## src/rtl/led_scan_ctrl_if.sv

```systemverilog
`timescale 1ns/1ps
`default_nettype none
// +--------------------------------------------------------------------------+
// | led_scan_ctrl_if                                                         |
// | Slot strobes in, FIFO/panel scan controls out, for led_scan_ctrl.        |
// | Revision: 1.0                                                            |
// +--------------------------------------------------------------------------+
interface led_scan_ctrl_if #(
  parameter int ROW_W = 4
);
  logic             en;
  logic             pwm_cntr_strobe;
  logic             alrst_strobe;
  logic [7:0]       pwm_value;
  logic             al_re_n;
  logic             al_rrst_n;
  logic             panel_clk_en;
  logic             led_lat;
  logic             led_oe_n;
  logic [ROW_W-1:0] row_addr;
  logic             frame_done;

  modport master (
    input  en, pwm_cntr_strobe, alrst_strobe,
    output pwm_value, al_re_n, al_rrst_n, panel_clk_en, led_lat, led_oe_n,
           row_addr, frame_done
  );

  modport slave (
    output en, pwm_cntr_strobe, alrst_strobe,
    input  pwm_value, al_re_n, al_rrst_n, panel_clk_en, led_lat, led_oe_n,
           row_addr, frame_done
  );
endinterface
`default_nettype wire

```

## src/rtl/led_scan_ctrl.sv

```systemverilog
`timescale 1ns/1ps
`default_nettype none
// +--------------------------------------------------------------------------+
// | led_scan_ctrl                                                            |
// | HUB75 scan sequencer: FIFO rewind/read, shift, latch, row and PWM step.  |
// | Option macro: LED_SCAN_ANTIGHOST_EN (3-slot latch, row moves in slot B). |
// | Revision: 1.0                                                            |
// +--------------------------------------------------------------------------+
module led_scan_ctrl #(
  parameter int COLS    = 64,
  parameter int ROW_W   = 4,
  parameter int PWM_MAX = 254
) (
  input  logic           in_clk,
  input  logic           in_nrst,
  led_scan_ctrl_if.master scan
);
  localparam int ROWS = 2**ROW_W;
`ifdef LED_SCAN_ANTIGHOST_EN
  localparam logic [1:0] c_lat_last = 2'd2;
  localparam logic [1:0] c_row_slot = 2'd1;
`else
  localparam logic [1:0] c_lat_last = 2'd1;
  localparam logic [1:0] c_row_slot = 2'd0;
`endif
  localparam logic [7:0]       c_cols     = 8'(COLS);
  localparam logic [7:0]       c_pwm_max  = 8'(PWM_MAX);
  localparam logic [ROW_W-1:0] c_last_row = ROW_W'(ROWS - 1);
  localparam logic [ROW_W-1:0] c_row_one  = ROW_W'(1);

  typedef enum logic [1:0] {
    IDLE  = 2'd0,
    RRST  = 2'd1,
    SHIFT = 2'd2,
    LATCH = 2'd3
  } state_t;

  state_t           state_q, state_d;
  logic [7:0]       col_q, col_d;
  logic [1:0]       lat_q, lat_d;
  logic [ROW_W-1:0] shift_row_q, shift_row_d;
  logic [ROW_W-1:0] row_addr_q, row_addr_d;
  logic [7:0]       pwm_q, pwm_d;
  logic             first_q, first_d;
  logic             al_re_n_q, al_re_n_d;
  logic             al_rrst_n_q, al_rrst_n_d;
  logic             panel_clk_en_q, panel_clk_en_d;
  logic             led_lat_q, led_lat_d;
  logic             led_oe_n_q, led_oe_n_d;
  logic             frame_done_q, frame_done_d;

  always_comb begin
    state_d      = state_q;
    col_d        = col_q;
    lat_d        = lat_q;
    shift_row_d  = shift_row_q;
    first_d      = first_q;
    pwm_d        = pwm_q;
    frame_done_d = 1'b0;

    // first_q marks the rewind that follows IDLE; it must not step the PWM.
    if (state_q == RRST && scan.alrst_strobe && !first_q)
      pwm_d = (pwm_q == c_pwm_max) ? 8'd0 : pwm_q + 8'd1;

    if (scan.pwm_cntr_strobe) begin
      case (state_q)
        IDLE: begin
          if (scan.en) state_d = RRST;
        end
        RRST: begin
          state_d     = SHIFT;
          col_d       = 8'd0;
          shift_row_d = '0;
          first_d     = 1'b0;
        end
        SHIFT: begin
          if (col_q == c_cols) begin
            state_d = LATCH;
            lat_d   = 2'd0;
          end else begin
            col_d = col_q + 8'd1;
          end
        end
        LATCH: begin
          if (lat_q != c_lat_last) begin
            lat_d = lat_q + 2'd1;
          end else if (shift_row_q != c_last_row) begin
            shift_row_d = shift_row_q + c_row_one;
            col_d       = 8'd0;
            state_d     = SHIFT;
          end else begin
            frame_done_d = 1'b1;
            if (scan.en) begin
              state_d = RRST;
            end else begin
              state_d = IDLE;
              first_d = 1'b1;
            end
          end
        end
        default: state_d = IDLE;
      endcase
    end

    // Outputs are decoded from the next state so they register on the slot edge.
    al_rrst_n_d    = (state_d != RRST);
    al_re_n_d      = !(state_d == SHIFT && col_d != c_cols);
    panel_clk_en_d = (state_d == SHIFT && col_d != 8'd0);
    led_oe_n_d     = (state_d != SHIFT);
    led_lat_d      = (state_d == LATCH && lat_d == 2'd0);
    row_addr_d     = row_addr_q;
    if (state_d == LATCH && lat_d == c_row_slot) row_addr_d = shift_row_d;
  end

  always_ff @(posedge in_clk or negedge in_nrst) begin
    if (!in_nrst) begin
      state_q        <= IDLE;
      col_q          <= 8'd0;
      lat_q          <= 2'd0;
      shift_row_q    <= '0;
      row_addr_q     <= '0;
      pwm_q          <= 8'd0;
      first_q        <= 1'b1;
      al_re_n_q      <= 1'b1;
      al_rrst_n_q    <= 1'b1;
      panel_clk_en_q <= 1'b0;
      led_lat_q      <= 1'b0;
      led_oe_n_q     <= 1'b1;
      frame_done_q   <= 1'b0;
    end else begin
      state_q        <= state_d;
      col_q          <= col_d;
      lat_q          <= lat_d;
      shift_row_q    <= shift_row_d;
      row_addr_q     <= row_addr_d;
      pwm_q          <= pwm_d;
      first_q        <= first_d;
      al_re_n_q      <= al_re_n_d;
      al_rrst_n_q    <= al_rrst_n_d;
      panel_clk_en_q <= panel_clk_en_d;
      led_lat_q      <= led_lat_d;
      led_oe_n_q     <= led_oe_n_d;
      frame_done_q   <= frame_done_d;
    end
  end

  assign scan.pwm_value    = pwm_q;
  assign scan.al_re_n      = al_re_n_q;
  assign scan.al_rrst_n    = al_rrst_n_q;
  assign scan.panel_clk_en = panel_clk_en_q;
  assign scan.led_lat      = led_lat_q;
  assign scan.led_oe_n     = led_oe_n_q;
  assign scan.row_addr     = row_addr_q;
  assign scan.frame_done   = frame_done_q;
endmodule
`default_nettype wire
```

## src/flat_wrapper.sv

```systemverilog
// flat-port wrapper written by rule: the top's interface ports become plain ports
module led_scan_ctrl_flat 
#(
  parameter int COLS    = 64,
  parameter int ROW_W   = 4,
  parameter int PWM_MAX = 254
)
  (in_clk, in_nrst, scan_en, scan_pwm_cntr_strobe, scan_alrst_strobe, scan_pwm_value, scan_al_re_n, scan_al_rrst_n, scan_panel_clk_en, scan_led_lat, scan_led_oe_n, scan_row_addr, scan_frame_done);
  led_scan_ctrl_if #(.ROW_W(ROW_W)) scan_i ();
  input  logic in_clk;
  input  logic in_nrst;
  input wire logic [$bits(scan_i.en)-1:0] scan_en;
  input wire logic [$bits(scan_i.pwm_cntr_strobe)-1:0] scan_pwm_cntr_strobe;
  input wire logic [$bits(scan_i.alrst_strobe)-1:0] scan_alrst_strobe;
  output wire logic [$bits(scan_i.pwm_value)-1:0] scan_pwm_value;
  output wire logic [$bits(scan_i.al_re_n)-1:0] scan_al_re_n;
  output wire logic [$bits(scan_i.al_rrst_n)-1:0] scan_al_rrst_n;
  output wire logic [$bits(scan_i.panel_clk_en)-1:0] scan_panel_clk_en;
  output wire logic [$bits(scan_i.led_lat)-1:0] scan_led_lat;
  output wire logic [$bits(scan_i.led_oe_n)-1:0] scan_led_oe_n;
  output wire logic [$bits(scan_i.row_addr)-1:0] scan_row_addr;
  output wire logic [$bits(scan_i.frame_done)-1:0] scan_frame_done;
  assign scan_i.en = scan_en;
  assign scan_i.pwm_cntr_strobe = scan_pwm_cntr_strobe;
  assign scan_i.alrst_strobe = scan_alrst_strobe;
  assign scan_pwm_value = scan_i.pwm_value;
  assign scan_al_re_n = scan_i.al_re_n;
  assign scan_al_rrst_n = scan_i.al_rrst_n;
  assign scan_panel_clk_en = scan_i.panel_clk_en;
  assign scan_led_lat = scan_i.led_lat;
  assign scan_led_oe_n = scan_i.led_oe_n;
  assign scan_row_addr = scan_i.row_addr;
  assign scan_frame_done = scan_i.frame_done;
  led_scan_ctrl #(.COLS(COLS), .ROW_W(ROW_W), .PWM_MAX(PWM_MAX)) u_core (.in_clk(in_clk), .in_nrst(in_nrst), .scan(scan_i));
endmodule
```

## config.mk

```make
export PLATFORM = sky130hd
export DESIGN_NAME = led_scan_ctrl_flat
export DESIGN_NICKNAME = d
export VERILOG_FILES = /design/src/rtl/led_scan_ctrl_if.sv /design/src/rtl/led_scan_ctrl.sv /design/src/flat_wrapper.sv
export SDC_FILE = /design/constraint.sdc
export NUM_CORES = 1
export LEC_CHECK = 0
export CORE_ASPECT_RATIO = 0.5
export CORE_MARGIN = 5
export CORE_UTILIZATION = 55
export CTS_BUF_LIST = sky130_fd_sc_hd__clkbuf_8
export CTS_CLUSTER_SIZE = 28
export DETAILED_ROUTE_END_ITERATION = 8
export PLACE_DENSITY = 0.81
export SETUP_SLACK_MARGIN = 0.05
export SYNTH_ARGS = -nofsm -noshare
export SYNTH_HDL_FRONTEND = slang
export SYNTH_SLANG_ARGS = --single-unit
```

## constraint.sdc

```tcl
create_clock -name in_clk -period 2.55 [get_ports in_clk]
set_input_delay 0.255 -clock in_clk [delete_from_list [all_inputs] [get_ports in_clk]]
set_output_delay 0.255 -clock in_clk [all_outputs]
set_load 0.03 [all_outputs]
```

==> results_dict.tcl, run 1 <==
set metrics [dict create \
    outcome "finished clean" \
    finalCritPeriodShare_pct 91.8 \
    grt_pass1_wl_mm 7.73 \
    ant_nets 0 \
    core_area_mm2 0.00345 \
    end_kind "register" \
    first_pass_iters 4 \
    critPathLaunchType "register" \
    worstPathRequired_ns 2.72 \
    fillers 277 \
    syn2layout_area_growth_pct 18.5 \
    synthArstFlopShare_pct 100 \
    final_util_pct 67.9 \
    clkTransAtPathRegs_ns 0.07 \
    dieArea_mm2 0.00497 \
    combPwrFrac_pct 21.6 \
    diodes 0 \
    grt_pass1_vias 1626 \
    ios 23 \
    p_int_mw 0.926 \
    skew_ns 0.00436 \
    gp_congestion 0.885 \
    leakage_nw 1.03 \
    hold_slack_ns 0.374 \
    cp_max_fo 10 \
    synthFlopType "dfrtp_1" \
    die_x_um 94.8 \
    final_max_slew_viol_count 0 \
    start_util_pct 57.3 \
    clockBufferDepth 2 \
    maxCapViolCount 0 \
    rrSetupSlack_ns 0.21 \
    p_seq_share_pct 50.5 \
    peakVddDrop_mv 0.371 \
    die_height_um 52.4 \
    swShare_pct 33.7 \
    power_density_mw_per_mm2 596 \
    wl_per_cell_um 15.4 \
    vias_per_cell 5.86 \
    syn_nets 216 \
    finalPower_mw 1.40 \
    setup.worst_path.class "reg -> reg" \
    io_buffers 22 \
    vias 1664 \
    cts_setup_buffers 0 \
    synth.distinct_cells 58 \
    timing.rr.end "u_core.scan.row_addr[2]$_DFFE_PN0P_" \
    cts_made_buffers 5 \
    final_layout_size_suffix_gt1_share_pct 14.6 \
    startpoint "u_core.col_q[2]$_DFF_PN0_" \
    layout_commonest_cell "dfrtp_1" \
    cts_sinks 35 \
    final_cell_mix "31 x dfrtp_1, 24 x nand2_1, 22 x clkdlybuf4s50_1" \
    synth-seq-area-share_pct 44.5 \
    nets 242 \
    remaining_drc_errors 0 \
    p_sw_mw 0.471 \
    timing.rr.start "u_core.col_q[2]$_DFF_PN0_" \
    synth_warnings 0 \
    synth_cells 206 \
    cts_tree "done" \
    synth-edff-count 0 \
    rows 15 \
    hold_path_class "in -> async" \
    pwr-share-clk_pct 27.8 \
    setup_tns_ns 0 \
    grt_max_degree 36 \
    max_slew_margin_pct 68.6 \
    post-route-min-period_ns 2.34 \
    clock_latency_ns 0.29 \
    ys_seq_elements 35 \
    htreeDepth 2 \
    postSynthAreaPerCell_um2 9.60 \
    routed_wl_mm 4.37 \
    hold_viol 0 \
    dp_hpwl_mm 3.08 \
    arrival_ns 2.51 \
    antenna_found_initial 0 \
    rsz0062_at_grt "false" \
    tightest_slew_ns 0.469 \
    fmax_ghz 0.427 \
    grt_usage_pct 20.5 \
    ctsRootBufferMaster "clkbuf_8" \
    synth.cell_area_mm2 0.00198 \
    grt_overflow 0 \
    setup_viol 0 \
    ctsHoldBuffers 0 \
    drtIter0Drc 57 \
    r2r_cells 5 \
]
how the worst max path moves through the flow:
stage / endpoint / slack [ns] / depth (start not counted)
floorplan: u_core.scan.row_addr[0]$_DFFE_PN0P_ / 0.35 / 6
detailed placement: u_core.scan.row_addr[2]$_DFFE_PN0P_ / 0.07 / 6
global placement: u_core.scan.row_addr[3]$_DFFE_PN0P_ / 0.15 / 6
finish: u_core.scan.row_addr[2]$_DFFE_PN0P_ / 0.21 / 5
CTS: u_core.scan.row_addr[2]$_DFFE_PN0P_ / 0.20 / 5
global route: u_core.scan.row_addr[2]$_DFFE_PN0P_ / 0.07 / 5
layout make-up:
type / instances / area [µm²] / area share, %
Inverter: 13 / 48.8 / 2.08
Sequential cell: 35 / 881 / 37.6
Clock inverter: 3 / 16.3 / 0.694
Timing Repair Buffer: 26 / 250 / 10.7
Tap cell: 51 / 63.8 / 2.72
Multi-Input combinational cell: 151 / 1010 / 43.3
Clock buffer: 5 / 68.8 / 2.94
sequential cells by signal, indices dropped and copies added, names as in the netlist:
name                      count
u_core.scan.pwm_value         8
u_core.scan.panel_clk_en      1
u_core.scan.row_addr          4
u_core.scan.led_lat           1
u_core.scan.al_rrst_n         1
u_core.first_q                1
u_core.shift_row_q            4
u_core.scan.led_oe_n          1
u_core.scan.al_re_n           1
u_core.scan.frame_done        1
u_core.col_q                  8
u_core.state_q                2
u_core.lat_q                  2
cell usage after synthesis (all sizes together), types with 5 or more instances:
| cell type | count | area share [%] |
|---|---|---|
| o21ai | 19 | 5.0 |
| and3 | 5 | 1.6 |
| ha | 5 | 3.2 |
| a21o | 5 | 2.1 |
| a31oi | 6 | 1.9 |
| inv | 13 | 2.5 |
| nand2 | 24 | 4.6 |
| nand3 | 5 | 1.3 |
| dfrtp | 31 | 39 |
| nor2 | 6 | 1.1 |
| a21oi | 16 | 4.0 |
power groups by stage:
stage	Combinational (mW)	Sequential, mW	Clock (mW)
3_3_place_gp	0.288	0.706	0
6_report	0.302	0.706	0.388
2_1_floorplan	0.279	0.660	0
5_1_grt	0.345	0.717	0.433
3_5_place_dp	0.295	0.711	0
4_1_cts	0.301	0.704	0.402
repair_timing:
| action | CTS | global route |
|---|---|---|
| hold endpoints to repair | 0 | 0 |
| gates resized for setup | 0 | 1 |
| setup endpoints to repair | 0 | 4 |
logic make-up (layout without fill, tap and decap cells):
kind of cell    after synthesis  count (layout)  synth area share, %
fa+ha+maj                     5               5                 3.16
simple gates                 71              71                 21.4
buf+inv                      20              47                 4.43
xor+xnor                      4               4                 1.77
compound gates               65              65                 21.4
flops                        35              35                 44.5
mux                           6               6                 3.29
per-stage QoR:
stage	area [µm²]	std cells	worst slack [ns]
finish	2340	284	0.209
global route	2340	284	0.0725
CTS	2340	284	0.205
detailed placement	2250	276	0.0657
global placement	2250	276	0.146
floorplan	1980	206	0.354
critical path, stage by stage, from the launching register on:
cell and delay, ns:
dfrtp_1 0.49, or4_4 0.59, o211ai_1 0.19, nand3_1 0.16, nor4b_4 0.41, mux2_2 0.39
routing by layer:
metal | vias up | share of wire (%) | wire length [µm] | GRT usage, %
li1 | 797 | - | - | -
met1 | 802 | 43 | 1890 | 24.7
met2 | 55 | 49 | 2150 | 36.2
met3 | 10 | 5.7 | 250 | 5.02
met4 | 0 | 1.9 | 84 | 7.18
met5 | - | 0 | 0 | 0
(Power assumes the default switching activity.)
==> run 2: changes to the inputs <==
--- a/config.mk
+++ b/config.mk
@@ -7,11 +7,11 @@
 export LEC_CHECK = 0
 export CORE_ASPECT_RATIO = 0.5
 export CORE_MARGIN = 5
-export CORE_UTILIZATION = 55
-export CTS_BUF_LIST = sky130_fd_sc_hd__clkbuf_8
+export CORE_UTILIZATION = 50
 export CTS_CLUSTER_SIZE = 28
 export DETAILED_ROUTE_END_ITERATION = 8
-export PLACE_DENSITY = 0.81
+export HOLD_SLACK_MARGIN = 0.02
+export PLACE_DENSITY = 0.74
 export SETUP_SLACK_MARGIN = 0.05
 export SYNTH_ARGS = -nofsm -noshare
 export SYNTH_HDL_FRONTEND = slang
==> run 2 against run 1 <==
  * Critical path depth did not move
  * Final area grew 0.64%
  * Routed wire length is 1.1% higher
  * Final cell count is 1.4% higher
==> results_dict.tcl, run 2 (synthesized netlist as in run 1, its figures left out) <==
set metrics [dict create \
    clkTransAtPathRegs_ns 0.08 \
    cts_sinks 35 \
    setup.worst_path.class "reg -> reg" \
    startpoint "u_core.col_q[2]$_DFF_PN0_" \
    p_seq_share_pct 49.7 \
    path_buf_inv 0 \
    io_buffers 22 \
    end_kind "register" \
    worstPathRequired_ns 2.74 \
    arrival_ns 2.52 \
    crit_path_max_incr_delay_ns 0.59 \
    hold_path_class "in -> async" \
    fillers 330 \
    cts_resized 0 \
    crit_chain "or4_4, o211ai_1, nand3_1, nor4b_4, mux2_2" \
    cts_setup_buffers 0 \
    vias_per_cell 5.89 \
    die_height_um 54.5 \
    timing.rr.start "u_core.col_q[2]$_DFF_PN0_" \
    antenna_found_initial 0 \
    power_density_mw_per_mm2 601 \
    gp_congestion 0.892 \
    swShare_pct 34.4 \
    post-route-min-period_ns 2.33 \
    pwr-share-clk_pct 29.0 \
    dp_hpwl_mm 3.16 \
    critPathLaunchType "register" \
    first_pass_iters 5 \
    ant_nets 0 \
    grt_max_degree 36 \
    grt_overflow 0 \
    cp_slowest_cell "or4_4" \
    layout_commonest_cell "dfrtp_1" \
    combPwrFrac_pct 21.4 \
    grt_usage_pct 17.8 \
    setup_tns_ns 0 \
    tightest_slew_ns 0.488 \
    wl_per_cell_um 15.3 \
    nets 243 \
    skew_ns 0.00794 \
    fmax_ghz 0.430 \
    syn2layout_area_growth_pct 19.2 \
    core_area_mm2 0.00386 \
    die_x_um 99.0 \
    grt_pass1_vias 1630 \
    critPathTopFamily "simple AND/OR/NAND/NOR gates" \
    final_cell_mix "31 x dfrtp_1, 24 x nand2_1, 22 x clkdlybuf4s50_1" \
    clock_latency_ns 0.30 \
    cp_max_fo 10 \
    ctsHoldBuffers 0 \
    rrSetupSlack_ns 0.22 \
    final_layout_size_suffix_gt1_share_pct 15.4 \
    ios 23 \
    htreeDepth 2 \
    r2r_cells 5 \
    p_int_mw 0.929 \
    p_sw_mw 0.487 \
    max_slew_margin_pct 67.3 \
    final_util_pct 61.0 \
    leakage_nw 1.03 \
    timing.rr.end "u_core.scan.row_addr[3]$_DFFE_PN0P_" \
    hold_slack_ns 0.366 \
    diodes 0 \
    finalCritPeriodShare_pct 91.3 \
    cts_made_buffers 5 \
    rsz0062_at_grt "false" \
    ctsRootBufferMaster "clkbuf_8" \
    dieArea_mm2 0.00539 \
    drtIter0Drc 87 \
    maxCapViolCount 0 \
    routed_wl_mm 4.42 \
    final_max_slew_viol_count 0 \
    clockBufferDepth 2 \
    cts_tree "done" \
    outcome "finished clean" \
    rows 16 \
    start_util_pct 51.2 \
    vias 1695 \
    remaining_drc_errors 0 \
    setup_viol 0 \
    peakVddDrop_mv 0.274 \
    grt_pass1_wl_mm 7.43 \
    hold_viol 0 \
]
-- run 2: cell type report --
| type | count | area [µm²] | share of cell area (%) |
|---|---|---|---|
| Clock buffer | 5 | 68.8 | 2.92 |
| Multi-Input combinational cell | 151 | 1010 | 43.0 |
| Inverter | 13 | 48.8 | 2.07 |
| Timing Repair Buffer | 27 | 258 | 10.9 |
| Clock inverter | 3 | 20.0 | 0.849 |
| Tap cell | 54 | 67.6 | 2.86 |
| Sequential cell | 35 | 881 | 37.3 |
-- run 2: routing by layer --
layer,global-route usage (%),up-vias,part of all wire [%]
li1,-,805,-
met2,31.4,49,49
met4,8.84,0,2.2
met3,6.11,10,5.8
met5,0,-,0
met1,20.0,831,43
-- run 2: worst max-delay path by stage --
stage,endpoint,slack (ns),cells past startpoint
after floorplan,u_core.scan.row_addr[0]$_DFFE_PN0P_,0.35,6
after global placement,u_core.scan.al_re_n$_DFF_PN1_,0.19,6
after detailed placement,u_core.scan.row_addr[3]$_DFFE_PN0P_,0.15,6
after CTS,u_core.scan.row_addr[3]$_DFFE_PN0P_,0.20,7
after global routing,u_core.scan.al_re_n$_DFF_PN1_,0.07,6
final,u_core.scan.row_addr[3]$_DFFE_PN0P_,0.22,5
-- run 2: power groups by stage --
| stage | Sequential (mW) | Combinational [mW] | Clock (mW) |
|---|---|---|---|
| global route | 0.714 | 0.338 | 0.440 |
| detailed placement | 0.711 | 0.301 | 0 |
| CTS | 0.700 | 0.302 | 0.416 |
| floorplan | 0.660 | 0.279 | 0 |
| finish | 0.704 | 0.303 | 0.410 |
| global placement | 0.709 | 0.290 | 0 |
-- run 2: worst register-to-register path, cell delays in order, from the launching register on --
cell and delay, ns:
dfrtp_1 0.50, or4_4 0.59, o211ai_1 0.18, nand3_1 0.16, nor4b_4 0.42, mux2_2 0.38
-- run 2: per-stage QoR --
| step | total power, mW | worst slack, ns | instances | instance area (µm²) |
|---|---|---|---|---|
| after floorplan | 0.939 | 0.354 | 206 | 1980 |
| after global placement | 0.999 | 0.192 | 280 | 2260 |
| after detailed placement | 1.01 | 0.147 | 280 | 2260 |
| after CTS | 1.42 | 0.200 | 288 | 2350 |
| after global routing | 1.49 | 0.0733 | 288 | 2360 |
| final | 1.42 | 0.222 | 288 | 2360 |
